`src/rtl/fxp_pkg.sv`:
```
// Shared signed fixed-point helpers: width derivation, saturation limits and the
// differentiator FSM encoding. Helpers work on a 64-bit carrier, so W must stay <= 31.
package fxp_pkg;

   localparam int unsigned FXP_WI = 12;
   localparam int unsigned FXP_WF = 12;
   localparam int unsigned XW     = 64;

   function automatic int unsigned fxp_width(input int unsigned wi, input int unsigned wf);
      return wi + wf;
   endfunction

   localparam int unsigned FXP_W = fxp_width(FXP_WI, FXP_WF);
   localparam logic signed [FXP_W-1:0] SAT_MAX = {1'b0, {(FXP_W-1){1'b1}}};
   localparam logic signed [FXP_W-1:0] SAT_MIN = {1'b1, {(FXP_W-1){1'b0}}};

   typedef enum logic [2:0] {StIdle, StMulA, StSub, StMulG, StHold} state_e;

   // Arithmetic shift: truncates toward -inf.
   function automatic logic signed [XW-1:0] fxp_shr(input logic signed [XW-1:0] v,
                                                    input int unsigned wf);
      return v >>> wf;
   endfunction

   function automatic logic fxp_ovf(input logic signed [XW-1:0] v, input int unsigned w);
      logic signed [XW-1:0] lim;
      lim = 64'sd1 <<< (w - 1);
      return (v >= lim) || (v < -lim);
   endfunction

   function automatic logic signed [XW-1:0] fxp_sat(input logic signed [XW-1:0] v,
                                                    input int unsigned w);
      logic signed [XW-1:0] lim;
      lim = 64'sd1 <<< (w - 1);
      if (v >= lim) return lim - 64'sd1;
      if (v < -lim) return -lim;
      return v;
   endfunction

endpackage

```
`src/rtl/fp_serial_mult.sv`:
```
// W-cycle signed shift-add multiplier with Q-format rescale and saturation.
// Bit 0 is folded into the start cycle; bit W-1 (sign weight) is subtracted.
module fp_serial_mult
   import fxp_pkg::*;
#(
   parameter int unsigned WI = FXP_WI,
   parameter int unsigned WF = FXP_WF,
   localparam int unsigned W = fxp_width(WI, WF)
) (
   input  logic                Clk,
   input  logic                RESET,
   input  logic                sync_clr,
   input  logic                start,
   input  logic signed [W-1:0] a,
   input  logic signed [W-1:0] b,
   output logic                done,
   output logic signed [W-1:0] product_sat,
   output logic                ovf
);

   localparam int unsigned CW = $clog2(W);

   logic signed [2*W-1:0] acc_q, mcand_q, a_ext, pp;
   logic [W-1:0]          mplier_q;
   logic [CW-1:0]         cnt_q;
   logic                  busy_q, done_q, last;
   logic signed [XW-1:0]  wide, shifted;

   always_comb begin
      a_ext = {{W{a[W-1]}}, a};
      pp    = mplier_q[0] ? mcand_q : '0;
      last  = (cnt_q == CW'(W - 1));
   end

   always_ff @(posedge Clk or posedge RESET) begin
      if (RESET) begin
         acc_q    <= '0;
         mcand_q  <= '0;
         mplier_q <= '0;
         cnt_q    <= '0;
         busy_q   <= 1'b0;
         done_q   <= 1'b0;
      end else if (sync_clr) begin
         acc_q    <= '0;
         mcand_q  <= '0;
         mplier_q <= '0;
         cnt_q    <= '0;
         busy_q   <= 1'b0;
         done_q   <= 1'b0;
      end else if (start) begin
         acc_q    <= b[0] ? a_ext : '0;
         mcand_q  <= a_ext <<< 1;
         mplier_q <= b >> 1;
         cnt_q    <= CW'(1);
         busy_q   <= 1'b1;
         done_q   <= 1'b0;
      end else if (busy_q) begin
         acc_q    <= last ? acc_q - pp : acc_q + pp;
         mcand_q  <= mcand_q <<< 1;
         mplier_q <= mplier_q >> 1;
         cnt_q    <= cnt_q + CW'(1);
         busy_q   <= ~last;
         done_q   <= last;
      end else begin
         done_q   <= 1'b0;
      end
   end

   always_comb begin
      wide        = {{(XW-2*W){acc_q[2*W-1]}}, acc_q};
      shifted     = fxp_shr(wide, WF);
      product_sat = W'(fxp_sat(shifted, W));
      ovf         = fxp_ovf(shifted, W);
   end

   assign done = done_q;

endmodule

```
`src/rtl/leaky_differentiator.sv`:
```
// Inverse leaky integrator: x[n] = GAIN * (y[n] - ALPHA * y[n-1]), both multiplies
// time-shared on one serial multiplier, valid/ready on each side.
module leaky_differentiator
   import fxp_pkg::*;
#(
   parameter int unsigned      WI    = FXP_WI,
   parameter int unsigned      WF    = FXP_WF,
   parameter logic [WI+WF-1:0] ALPHA = 24'h000E66,
   parameter logic [WI+WF-1:0] GAIN  = 24'h00A000,
   localparam int unsigned     W     = fxp_width(WI, WF)
) (
   input  logic                Clk,
   input  logic                RESET,
   input  logic                sync_clr,
   input  logic signed [W-1:0] in_data,
   input  logic                in_valid,
   output logic                in_ready,
   output logic signed [W-1:0] out_data,
   output logic                out_valid,
   input  logic                out_ready,
   output logic                out_ovf
);

   state_e state_q, state_d;

   logic signed [W-1:0]  y_cur_q, y_prev_q, out_data_q;
   logic                 ovf_acc_q, out_ovf_q;
   logic                 mult_start, mult_done, mult_ovf;
   logic signed [W-1:0]  mult_a, mult_b, mult_p;
   logic [W:0]           diff_wide;
   logic signed [XW-1:0] diff_ext;
   logic signed [W-1:0]  diff_sat;
   logic                 diff_ovf;

   fp_serial_mult #(
      .WI(WI),
      .WF(WF)
   ) u_mult (
      .Clk        (Clk),
      .RESET      (RESET),
      .sync_clr   (sync_clr),
      .start      (mult_start),
      .a          (mult_a),
      .b          (mult_b),
      .done       (mult_done),
      .product_sat(mult_p),
      .ovf        (mult_ovf)
   );

   always_ff @(posedge Clk or posedge RESET) begin
      if (RESET)         state_q <= StIdle;
      else if (sync_clr) state_q <= StIdle;
      else               state_q <= state_d;
   end

   always_comb begin
      state_d = state_q;
      unique case (state_q)
         StIdle:  if (in_valid)  state_d = StMulA;
         StMulA:  if (mult_done) state_d = StSub;
         StSub:                  state_d = StMulG;
         StMulG:  if (mult_done) state_d = StHold;
         StHold:  if (out_ready) state_d = StIdle;
         default:                state_d = StIdle;
      endcase
   end

   always_comb begin
      in_ready   = (state_q == StIdle);
      out_valid  = (state_q == StHold);
      mult_start = ((state_q == StIdle) && in_valid) || (state_q == StSub);
      mult_a     = (state_q == StSub) ? diff_sat : ALPHA;
      mult_b     = (state_q == StSub) ? GAIN : y_prev_q;
      out_data   = out_data_q;
      out_ovf    = out_ovf_q;
   end

   // Subtraction in W+1 bits, so the only loss is the explicit clamp.
   always_comb begin
      diff_wide = {y_cur_q[W-1], y_cur_q} - {mult_p[W-1], mult_p};
      diff_ext  = {{(XW-W-1){diff_wide[W]}}, diff_wide};
      diff_sat  = W'(fxp_sat(diff_ext, W));
      diff_ovf  = fxp_ovf(diff_ext, W);
   end

   always_ff @(posedge Clk or posedge RESET) begin
      if (RESET) begin
         y_cur_q    <= '0;
         y_prev_q   <= '0;
         ovf_acc_q  <= 1'b0;
         out_data_q <= '0;
         out_ovf_q  <= 1'b0;
      end else if (sync_clr) begin
         y_cur_q    <= '0;
         y_prev_q   <= '0;
         ovf_acc_q  <= 1'b0;
         out_data_q <= '0;
         out_ovf_q  <= 1'b0;
      end else begin
         if ((state_q == StIdle) && in_valid) begin
            y_cur_q   <= in_data;
            ovf_acc_q <= 1'b0;
         end
         if (state_q == StSub) begin
            y_prev_q  <= y_cur_q;
            ovf_acc_q <= ovf_acc_q | mult_ovf | diff_ovf;
         end
         if ((state_q == StMulG) && mult_done) begin
            out_data_q <= mult_p;
            out_ovf_q  <= ovf_acc_q | mult_ovf;
         end
      end
   end

endmodule

```
`config.mk`:
```
export PLATFORM = sky130hd
export DESIGN_NAME = leaky_differentiator
export DESIGN_NICKNAME = d
export VERILOG_FILES = /design/src/rtl/fxp_pkg.sv /design/src/rtl/fp_serial_mult.sv /design/src/rtl/leaky_differentiator.sv
export SDC_FILE = /design/constraint.sdc
export NUM_CORES = 1
export LEC_CHECK = 0
export CORE_MARGIN = 2
export CORE_UTILIZATION = 25
export CTS_CLUSTER_SIZE = 8
export DETAILED_ROUTE_END_ITERATION = 10
export GPL_TIMING_DRIVEN = 0
export SLEW_MARGIN = 20
export SYNTH_ARGS = -nofsm -noshare
export SYNTH_HDL_FRONTEND = slang
export SYNTH_SLANG_ARGS = --single-unit
```
`constraint.sdc`:
```
create_clock -name Clk -period 7.1 [get_ports Clk]
set_input_delay 1.065 -clock Clk [delete_from_list [all_inputs] [get_ports Clk]]
set_output_delay 1.065 -clock Clk [all_outputs]
set_load 0.05 [all_outputs]
```
* After elaboration in Yosys (flattened, before gate mapping)
Index checks and enable logic that the tools add are counted.
Cells by class: $mul 0, eq/ne operators 9, magnitude comparators 4, mux-type cells 54, bitwise operators 3, reduce and logical (&&, ||, !) cells 12, div/mod/pow operators 0, add/subtract/negate cells 4, shifts and indexed selects 0
Operators with widths (count):
- 24-bit two-way mux | 19
- 48-bit two-way mux | 9
- 48-bit adder | 1
- 48-bit subtractor | 1
- 36-bit by 25-bit greater-or-equal comparator with 1-bit output (second input constant) | 1
- 36-bit by 24-bit less-than comparator with 1-bit output (second input constant) | 1
- 25-bit greater-or-equal comparator (second input constant) | 1
- 25-bit by 24-bit less-than comparator with 1-bit output (second input constant) | 1
- 24-bit by 24-bit subtractor with 25-bit output | 1
- 1-bit two-way mux | 17
- 3-bit two-way mux | 5
- 5-bit two-way mux | 3
- 3-bit case mux with 5 select lines | 1
- 3-bit by 2-bit != test with 1-bit output (second input constant) | 3
- 3-bit by 2-bit == test with 1-bit output (second input constant) | 2
- 2-bit nonzero test | 3
- 3-bit nonzero test | 2
- 5-bit by 1-bit adder with 5-bit output (second input constant) | 1
- 5-bit == test (second input constant) | 1
- 4-bit AND reduction | 1
- 3-bit by 1-bit == test with 1-bit output (second input constant) | 1
- 3-bit == test (second input constant) | 1
- 3-bit logical NOT | 1
- 1-bit logical OR | 3
- 4 further kinds | 6
Storage, ports and cells: register bits after elaboration 204, bits in latches 0, RAM bits 0, memories 0, logic and storage cells 98, ROM bits 0

* Depth between registers and ports, before layout
depth after elaboration 15, depth in mapped cells 23, mapped depth without buffers 20

* Cells and area by module
Synthesis repeated with hierarchy kept, for this count alone.
Second synthesis, totals: cell total of the unflattened synthesis 1858, area, all modules 14607.8 um2
Modules (own cells, without submodules):
- fp_serial_mult | area each 9821.9 um2, instances 1, sequential area each 3103.0 um2, cells each 1234
- leaky_differentiator | area each 4785.8 um2, instances 1, sequential area each 1926.8 um2, cells each 624

* Worst setup path after synthesis
Ideal clock, no wire load.
path kind register -> register, start point reg u_mult.mplier_q[0], end point reg u_mult.acc_q[45], arrival time 4817 ps, period minus slack after synthesis 4939 ps, cell stages (with the launch flop) 23, path slack 2161 ps, cell sequence dfrtp_1 > buf_2 > clkbuf_1 > buf_1 > clkbuf_1 > nand2_1 > ha_1 > nand3_1 > or4_4 > o41ai_1 > xnor2_1 > a21oi_1 > ha_1 > and3_1 > nand3_1 > or2_0 > o22a_1 > a21o_1 > o31ai_2 > nand4_1 > a31oi_1 > o21ai_0 > a32o_1
Between the ends: longest elaborated chain between the ends 6, elaborated cells on any way between the ends 7
RTL lines:
- start: declaration | RTL line fp_serial_mult.sv:24 | logic [W-1:0] mplier_q;
- start signal: assignment | RTL line fp_serial_mult.sv:53 | mplier_q <= b >> 1;
- start signal: assignment | RTL line fp_serial_mult.sv:60 | mplier_q <= mplier_q >> 1;
- 48-bit two-way mux (*) | RTL line fp_serial_mult.sv:31 | pp = mplier_q[0] ? mcand_q : '0;
- 48-bit adder / 48-bit subtractor (equally long branches) | RTL line fp_serial_mult.sv:58 | acc_q <= last ? acc_q - pp : acc_q + pp;
- 48-bit two-way mux (*) | RTL line fp_serial_mult.sv:58
- 48-bit two-way mux (*) | RTL line fp_serial_mult.sv:57 | end else if (busy_q) begin
- 48-bit two-way mux (*) | RTL line fp_serial_mult.sv:50 | end else if (start) begin
- 48-bit two-way mux (*) | RTL line fp_serial_mult.sv:43 | end else if (sync_clr) begin
- end signal: assignment | RTL line fp_serial_mult.sv:51 | acc_q <= b[0] ? a_ext : '0;
- end signal: assignment | RTL line fp_serial_mult.sv:58
- end: declaration | RTL line fp_serial_mult.sv:23 | logic signed [2*W-1:0] acc_q, mcand_q, a_ext, pp;
Mark *: on every way between the ends. The rest lies on a longest branch, timed or not. The select of a mux whose other input is x is not followed. A chain may end at the register's enable or synchronous reset.

* Worst setup path after layout
start point reg u_mult.mplier_q[0], end point reg u_mult.acc_q[47]
The elaborated chain is that of the path after synthesis.

==> results.txt <==
----------------------------------------------------
[Status]
  Run status ... complete, no violations

[Placed design]
  Placer's final routability congestion estimate ... 0.9188
  Minimum setup slack after placement ... 0.4406 ns
  Number of buffers added on ports ... 54
  Placement-stage cell area ... 15,120 sq um
  Total half-perimeter wirelength after legalization and detailed placement ... 36,240 microns

[Finish]
  Final-layout fill cell count ... 5,677
  Total area of sequential cells ... 5030 sq um
  Net count reported at finish ... 1,890
  Layout Cell Area excl Fill ... 15,890 sq um
  Share of cells above drive strength 1 ... 3.352%
  Area growth from synthesis to final layout ... 16.55%
  Multi-input logic area ... 8016 sq um
  Inserted Diodes ... 0

[Setup path]
  WP depth ... 22
  Crit path max-delay family ... compound AO/OA/AOI/OAI gates
  Arrival time at the worst endpoint ... 7.17 ns
  Category of the worst setup path launch point ... flip-flop
  Type of the worst setup path ... reg -> reg
  Cell mode on critical path ... sky130_fd_sc_hd__nand3_1
  Worst stage delay on the critical path ... 0.52 ns
  Reg-to-reg slack, setup ... 0.42 ns
  Capture point of the worst path ... u_mult.acc_q[47]
  Element type at the critical path end ... flip-flop
  Buffering stage count on the worst path with inverters included ... 4
  Maximum fanout along the worst path ... 10
  Startpoint of the worst-slack reg-to-reg timing path ... u_mult.mplier_q[0]
  Cell chain of the critical path ... buf_2 -> clkbuf_1 -> clkbuf_2 -> clkbuf_1 -> nand2_1 -> ha_1 -> nand3_1 -> or4_4 -> o41ai_1 -> xnor2_1 -> a21oi_1 -> ha_1 -> and3_1 -> nand3_1 -> or2_0 -> o22a_1 -> a21o_1 -> o21ai_0 -> a41o_1 -> xor2_1 -> nand3_1 -> a21oi_1
  Length in cells of the worst reg-to-reg path ... 22
  Critical path required time ... 7.59 ns
  R2R Path End ... u_mult.acc_q[47]
  Worst setup path startpoint ... u_mult.mplier_q[0]
  Slowest stage cell on the critical path ... sky130_fd_sc_hd__or4_4

[Die]
  Initial cell density of the core ... 25.29%
  Die outline height ... 237.6 microns
  Core Box Area ... 53,920 sq um
  Site Rows ... 85
  Number of top-level pins ... 56
  Die outline area ... 56,430 sq um
  Die boundary width ... 237.6 microns

[Route]
  Number of DRC markers in iteration 0 ... 1,015
  ANT nets after route ... 0
  Vias ... 13,050
  Avg Vias per Cell ... 5.249
  Routed wire length ... 47,360 microns
  Initial DRT Pass Iterations ... 7
  Routed WL per cell ... 19.05 microns
  DRC violations left ... 0

[Synthesis]
  Number of synthesized register bits ... 201
  Commonest cells in the synthesized netlist ... 276 x sky130_fd_sc_hd__nand2_1, 235 x sky130_fd_sc_hd__a21oi_1, 201 x sky130_fd_sc_hd__dfrtp_1
  Cell types with the largest area share after synthesis ... sky130_fd_sc_hd__dfrtp_1 37%, sky130_fd_sc_hd__a21oi_1 8.6%, sky130_fd_sc_hd__nand2_1 7.6%, sky130_fd_sc_hd__ha_1 6.7%, sky130_fd_sc_hd__o21ai_0 4.4%
  Portion of the post-synthesis area used by sequential elements ... 36.88%
  Post-Synthesis Cell Area ... 13,640 sq um
  Most numerous cell in the Yosys netlist ... sky130_fd_sc_hd__nand2_1
  Portion of synthesized cell area occupied by the leading cell type ... 36.88%
  Most common flop cell mapped by yosys ... sky130_fd_sc_hd__dfrtp_1
  Synthesized Nets ... 1,803
  Dominant cell type by area after synthesis ... sky130_fd_sc_hd__dfrtp_1
  Post-synth EDFFs ... 0
  Mean post-synth cell area ... 8.022 sq um
  Synth warn ... 0
  Count of unique library cells instantiated by Yosys ... 74
  Fraction of synthesis flops using an asynchronous set or reset pin ... 100.0%
  Gate count of the mapped netlist ... 1,700

[STA]
  Share of the cycle needed by the critical path after routing ... 94.03%
  Hold violation total from the final report ... 0
  Setup-failing EPs final ... 0
  RSZ-0062 raised after global routing ... false
  Fin worst setup slack ... 0.4240 ns
  Slew headroom ... 19.16%
  Maximum clock skew at final layout ... 0.01345 ns
  F_max ... 0.1498 GHz
  Final total negative setup slack ... 0 ns
  Fin crit period ... 6.676 ns
  Actual slew at the worst max-slew pin ... 1.200 ns
  Pins over their slew limit ... 0

[Hold path]
  Hold path startpoint ... u_mult.acc_q[9]
  HP Class ... reg -> reg

[Global route]
  Maximum number of pins on one net before global-route repair ... 82
  All-Layer GR Usage ... 16.71%
  Via count of the first global-routing pass ... 12,840
  Global route overflow ... 0
  Wire length of the first global-routing pass ... 74,350 microns
  Initial antenna violation count ... 0

[CTS]
  Reg clk slew, reported paths ... 0.05 ns
  Clock tree from TritonCTS ... built
  Clock Sinks ... 201
  Post CTS Setup Buffer Count ... 0
  Depth of the CTS H-tree ... 1
  Root buf cell ... sky130_fd_sc_hd__clkbuf_16
  Clock buffer count from CTS ... 29
  Insertion delay of the later-clocked pin in the worst-skew pair ... 0.58 ns
  Maximum buffer depth of the clock tree ... 3

[Power and ir drop]
  Power after layout ... 5.003 mW
  Leakage power of the design ... 6.839 nW
  Worst supply voltage drop on vdd ... 0.0001847 V
  Power density over the cells ... 314.8 nW/um^2

[Flow run]
  Max-capacitance violation count ... 0

----------------------------------------------------
cell type report:
class | count | share of cell area [%]
multi-input cells | 1341 | 50.44
flip-flops and latches | 201 | 31.65
well taps | 696 | 5.479
clock buffers | 32 | 4.700
repair buffers | 56 | 3.747
plain buffers | 102 | 2.464
inverters | 56 | 1.370
clock inverters | 2 | 0.1574
where the power goes:
part | switching [mW] | total (mW) | internal [mW] | leakage (nW)
Clock | 0.527 | 1.26 | 0.730 | 0.381
Combinational | 1.53 | 2.43 | 0.899 | 3.71
Sequential | 0.0905 | 1.32 | 1.22 | 2.74
Total | 2.15 | 5.00 | 2.85 | 6.84
tightest hold or removal path, stage by stage, from the launching register on:
cell and delay [ns]:
sky130_fd_sc_hd__dfrtp_1 0.35, sky130_fd_sc_hd__nand2_1 0.05, sky130_fd_sc_hd__nand2_1 0.05
metal layers:
| layer | vias up | track usage [%] | wire length (microns) |
|---|---|---|---|
| met1 | 6327 | 22.92 | 21360 |
| met2 | 428 | 27.52 | 21770 |
| met5 | - | 0 | 0 |
| li1 | 6209 | - | - |
| met3 | 86 | 2.160 | 2732 |
| met4 | 0 | 4.822 | 1489 |
state kept, by name (all words and copies together), names as in the netlist, 3 cells and up:
name	count
y_cur_q	24
u_mult.cnt_q	5
u_mult.acc_q	47
y_prev_q	24
state_q	3
u_mult.mcand_q	47
u_mult.mplier_q	23
out_data	24
cell usage in the layout (no fill, tap or decap), types with 4 or more instances in the layout:
master	count
sky130_fd_sc_hd__xor2_1	38
sky130_fd_sc_hd__nand3_1	27
sky130_fd_sc_hd__o211ai_1	18
sky130_fd_sc_hd__nand4_1	18
sky130_fd_sc_hd__o21ai_1	5
sky130_fd_sc_hd__clkdlybuf4s50_1	54
sky130_fd_sc_hd__a211oi_1	47
sky130_fd_sc_hd__nor2b_1	9
sky130_fd_sc_hd__a221oi_1	5
sky130_fd_sc_hd__o21bai_1	14
sky130_fd_sc_hd__nor2_1	150
sky130_fd_sc_hd__o21ai_0	120
sky130_fd_sc_hd__a31oi_1	13
sky130_fd_sc_hd__buf_2	6
sky130_fd_sc_hd__and4_1	4
sky130_fd_sc_hd__inv_1	55
sky130_fd_sc_hd__o41ai_1	4
sky130_fd_sc_hd__nand2_1	276
sky130_fd_sc_hd__o21a_1	13
sky130_fd_sc_hd__o31a_1	6
sky130_fd_sc_hd__dfrtp_1	201
sky130_fd_sc_hd__o22a_1	5
sky130_fd_sc_hd__nor4_1	7
sky130_fd_sc_hd__clkbuf_1	86
sky130_fd_sc_hd__nand3b_1	7
sky130_fd_sc_hd__clkbuf_16	29
sky130_fd_sc_hd__xnor2_1	49
sky130_fd_sc_hd__buf_1	11
sky130_fd_sc_hd__or3_1	5
sky130_fd_sc_hd__a21o_1	44
sky130_fd_sc_hd__o31ai_1	14
sky130_fd_sc_hd__a21oi_1	235
sky130_fd_sc_hd__mux2i_1	26
sky130_fd_sc_hd__nor3_1	31
sky130_fd_sc_hd__and3_1	9
sky130_fd_sc_hd__nand2b_1	12
sky130_fd_sc_hd__ha_1	73
repair_timing:
item	CTS	global route
hold buffers	0	0
resized for setup	0	1
endpoints found under the setup margin	0	2
stage by stage:
| stage | cells | utilization (%) | hold slack, ns |
|---|---|---|---|
| 3_3_place_gp | 2450 | 27.91 | 0.4601 |
| 5_1_grt | 2486 | 29.48 | 0.4981 |
| 4_1_cts | 2486 | 29.47 | 0.4903 |
| 6_report | 2486 | 29.48 | 0.4853 |
| 3_5_place_dp | 2452 | 28.04 | 0.4748 |
| 2_1_floorplan | 1700 | - | 0.4453 |
kinds of logic (layout without fill, tap and decap cells):
| family | after synthesis | count (layout) | synth area share (%) |
|---|---|---|---|
| mux | 27 | 27 | 1.991 |
| fa+ha+maj | 75 | 75 | 6.918 |
| compound gates | 574 | 574 | 25.55 |
| simple gates | 578 | 578 | 18.66 |
| flops | 201 | 201 | 36.88 |
| xor+xnor | 87 | 87 | 5.588 |
| buf+inv | 158 | 248 | 4.404 |
how the worst min path moves through the flow:
stage,to,slack (ns),cells past startpoint
after floorplan,u_mult.acc_q[10],0.45,2
after global placement,ovf_acc_q,0.46,1
after detailed placement,u_mult.acc_q[2],0.47,2
after CTS,ovf_acc_q,0.49,1
after global routing,u_mult.acc_q[2],0.50,2
final,u_mult.acc_q[9],0.49,2
No activity file was read; power rests on OpenSTA's default activity.
==> RTL change 1: new RTL, same settings <==
Put a register stage on the output `out_ovf`, cleared by the reset. The value now appears one clock later. The other outputs are not delayed to match.
--- a/src/rtl/leaky_differentiator.sv
+++ b/src/rtl/leaky_differentiator.sv
@@ -20,6 +20,8 @@
    input  logic                out_ready,
    output logic                out_ovf
 );
+
+   logic out_ovf_d;
 
    state_e state_q, state_d;
 
@@ -72,7 +74,7 @@
       mult_a     = (state_q == StSub) ? diff_sat : ALPHA;
       mult_b     = (state_q == StSub) ? GAIN : y_prev_q;
       out_data   = out_data_q;
-      out_ovf    = out_ovf_q;
+      out_ovf_d  = out_ovf_q;
    end
 
    // Subtraction in W+1 bits, so the only loss is the explicit clamp.
@@ -112,5 +114,13 @@
       end
    end
 
+   always_ff @(posedge Clk or posedge RESET) begin
+      if (RESET) begin
+         out_ovf <= '0;
+      end else begin
+         out_ovf <= out_ovf_d;
+      end
+   end
+
 endmodule
 
Check against the original RTL: same outputs for any inputs over 4 cycles, from zero or initial values and one cycle with RESET high; that may be too few to reach the edited logic, so the function may still have changed.
==> RTL change 1 against the unedited design <==
Design area barely moved; power rose by 0.42%; setup slack improved by 0.12 ns; non-clock buffer count stayed put; fmax rose by 1.8%; wire length fell by 0.24%; worst hold slack got worse by 0.074 ns; global-route usage down 0.28 points; synthesized area up 0.18%; count of clock-buffer cells in the layout unchanged; sequential cell count grew 1; largest power group unchanged; die area increased by 0.18%.
==> RTL change 1: results (changes against the unedited design) <==
.. list-table::
   :header-rows: 1

   * - Metric
     - Value
   * - Highest layer used for signal routing
     - met5 (was met4)
   * - Number of filler cells placed in the layout
     - 5683 (was 5677)
   * - Share of layout cells above drive strength 1
     - 3.24% (was 3.35%)
   * - Sequential cell count of the final layout
     - 202 (was 201)
   * - Final weighted congestion in routability-driven placement
     - 0.944 (was 0.919)
   * - DR WL/cell
     - 19.0 um (about the same)
   * - Sequential share of cell area
     - 31.8% (was 31.6%)
   * - Leakage power figure
     - 6.85 nW (was 6.84 nW)
   * - Mux share of post-synthesis cell area
     - 1.99% (about the same)
   * - Global routing usage summed across all routing layers
     - 16.4% (was 16.7%)
   * - Worst setup margin
     - 0.540 ns (was 0.424 ns)
   * - Sum of net half-perimeters after detailed placement
     - 35700 um (was 36200 um)
   * - R2R cell count
     - 23 (was 22)
   * - Largest net degree at the start of global routing
     - 80 (was 82)
   * - Standard cell area after detailed placement
     - 15100 um^2 (about the same)
   * - Share of the final layout cell area in multi-input gates
     - 50.4% (about the same)
   * - Status
     - completed (unchanged)
   * - FF/Latch Area
     - 5050 um^2 (was 5030 um^2)
   * - Cell total after placement
     - 2453 (was 2452)
   * - Synth Net Count
     - 1804 (was 1803)
   * - Portion of the layout cell area used by non-clock buffers
     - 6.21% (about the same)
   * - Post-synthesis xor/xnor area fraction
     - 5.58% (was 5.59%)
   * - CP max-delay cell
     - clkbuf_1 (was or4_4)
   * - Routed wire length on met3
     - 2670 um (was 2730 um)
   * - Worst-margin pin slew
     - 1.18 ns (was 1.20 ns)
   * - Peak supply drop
     - 0.193 mV (was 0.185 mV)
-- RTL change 1: kinds of logic after synthesis --
logic type,after synthesis
AND/OR/NAND/NOR,578
AO/OA/AOI/OAI,574
flip-flops,202
buffers and inverters,158
XOR/XNOR,87
adder cells (fa/ha/maj),75
multiplexers,27
-- RTL change 1: repair_timing --
item / in CTS / in global routing
hold buffers: 0 / 0
setup endpoints to repair: 0 / 1
resized for setup: 0 / 1
-- RTL change 1: metal layers --
metal | GRT usage (%) | up-vias
met4 | 5.60 | 2
li1 | - | 6209
met1 | 22.0 | 6389
met5 | 0 | -
met2 | 27.2 | 434
met3 | 2.19 | 89
-- RTL change 1: power groups by stage --
stage | combinational [mW] | sequential [mW] | clock, mW
2_1_floorplan | 1.77 | 1.30 | 0
3_3_place_gp | 2.36 | 1.33 | 0
3_5_place_dp | 2.39 | 1.33 | 0
4_1_cts | 2.41 | 1.32 | 1.28
5_1_grt | 2.68 | 1.33 | 1.32
6_report | 2.46 | 1.32 | 1.25
==> RTL change 2: new RTL, same flow settings <==
Without the edit above. The parameter `GAIN` goes from 24'h00A000 to 24'h007800.
--- a/src/rtl/leaky_differentiator.sv
+++ b/src/rtl/leaky_differentiator.sv
@@ -6,7 +6,7 @@
    parameter int unsigned      WI    = FXP_WI,
    parameter int unsigned      WF    = FXP_WF,
    parameter logic [WI+WF-1:0] ALPHA = 24'h000E66,
-   parameter logic [WI+WF-1:0] GAIN  = 24'h00A000,
+   parameter logic [WI+WF-1:0] GAIN  = 24'h007800,
    localparam int unsigned     W     = fxp_width(WI, WF)
 ) (
    input  logic                Clk,
Function: same outputs for any inputs over 4 cycles, from zero or initial values and one cycle with RESET high; that may be too few to reach the edited logic, so the function may still have changed.
==> RTL change 2 against the unedited design <==
Synthesized cell count is 1.1% higher; synthesized area is 1.4% higher; setup slack worse by 0.074 ns; power is 1.2% higher; first-iteration DRC count is 0.99% lower; worst hold slack worse by 0.0093 ns; wire length is 0.87% lower; sequential cell count stayed put; sequential share of layout area is 0.52 points lower; design area is 1.7% higher; clock skew is 0.026 ns higher; clock power is 3% higher; global-route usage is 0.56 points lower.
==> RTL change 2: results (changes against the unedited design) <==
.. list-table::
   :header-rows: 1

   * - Metric
     - Value
   * - CP arrival
     - 7.27 ns (was 7.17 ns)
   * - Delay contributed by the slowest stage of the critical path
     - 0.50 ns (was 0.52 ns)
   * - Final hold slack
     - 0.476 ns (was 0.485 ns)
   * - Arithmetic-cell share of the synthesized area counting full adders, half adders and majority gates
     - 6.82% (was 6.92%)
   * - Number of distinct library cells after synthesis
     - 82 (was 74)
   * - Drt first-iter violations
     - 1005 (was 1015)
   * - Standard cell area after detailed placement
     - 15300 um^2 (was 15100 um^2)
   * - Clock latency at the later pin of the worst-skew pair
     - 0.60 ns (was 0.58 ns)
   * - Post-synthesis xor/xnor area fraction
     - 5.89% (was 5.59%)
   * - Final weighted congestion in routability-driven placement
     - 0.934 (was 0.919)
   * - Largest net degree at the start of global routing
     - 103 (was 82)
   * - Synth Net Count
     - 1821 (was 1803)
   * - Family with the most delay on the worst path
     - simple AND/OR/NAND/NOR gates (was compound AO/OA/AOI/OAI gates)
   * - Sum of net half-perimeters after detailed placement
     - 35700 um (was 36200 um)
   * - CTS Buf Count
     - 30 (was 29)
   * - Number of ordinary inverters in the final layout
     - 43 (was 56)
   * - Wire length of the first global-routing pass
     - 73300 um (was 74300 um)
   * - R2R cell count
     - 25 (was 22)
   * - Minimum setup slack after placement
     - -0.141 ns (was 0.441 ns)
   * - Peak supply drop
     - 0.167 mV (was 0.185 mV)
   * - Number of clock buffers in the layout
     - 36 (was 32)
   * - Worst Hold Launch
     - u_mult.acc_q[2]$_DFFE_PP0P_ (was u_mult.acc_q[9]$_DFFE_PP0P_)
   * - Net total in the final layout
     - 1910 (was 1890)
   * - Number of vias in the routed layout
     - 13348 (was 13050)
   * - Status
     - completed (unchanged)
   * - Resized Gates After CTS
     - 1 (was 0)
   * - Number of ordinary and repair buffers in the finished layout
     - 164 (was 158)
   * - DR WL/cell
     - 18.6 um (was 19.0 um)
   * - Synthesized netlist cell count
     - 1718 (was 1700)
   * - Multi-input gates
     - 1367 (was 1341)
   * - Maximum frequency from static timing analysis
     - 148 MHz (was 150 MHz)
   * - Seq/Total Area, Yosys
     - 36.4% (was 36.9%)
   * - Complex-gate fraction of the synthesized area
     - 25.8% (was 25.6%)
   * - Global routing usage summed across all routing layers
     - 16.2% (was 16.7%)
==> RTL change 2: cell types whose count changed in the layout (fill, tap and decap cells not counted), moves of 7 or more <==
cell	unedited run	this run
a21oi_1	235	242
clkbuf_1	86	97
inv_1	55	42
nand2_1	276	257
nor2_1	150	165
nor3_1	31	23
o211ai_1	18	11
o21ai_0	120	101
o21ai_1	5	33
or3_1	5	13
xor2_1	38	45
==> RTL change 2: per-layer routing <==
metal | track usage [%] | wire (um) | up-vias
met5 | 0 | 0 | -
met2 | 27.0 | 21900 | 507
li1 | - | - | 6305
met4 | 5.21 | 1620 | 0
met1 | 21.6 | 20500 | 6434
met3 | 2.07 | 2900 | 102
==> RTL change 2: where the power goes <==
part	total [mW]	internal [mW]	switching, mW
registers	1.31	1.22	0.0923
clock network	1.30	0.762	0.542
logic	2.44	0.931	1.51
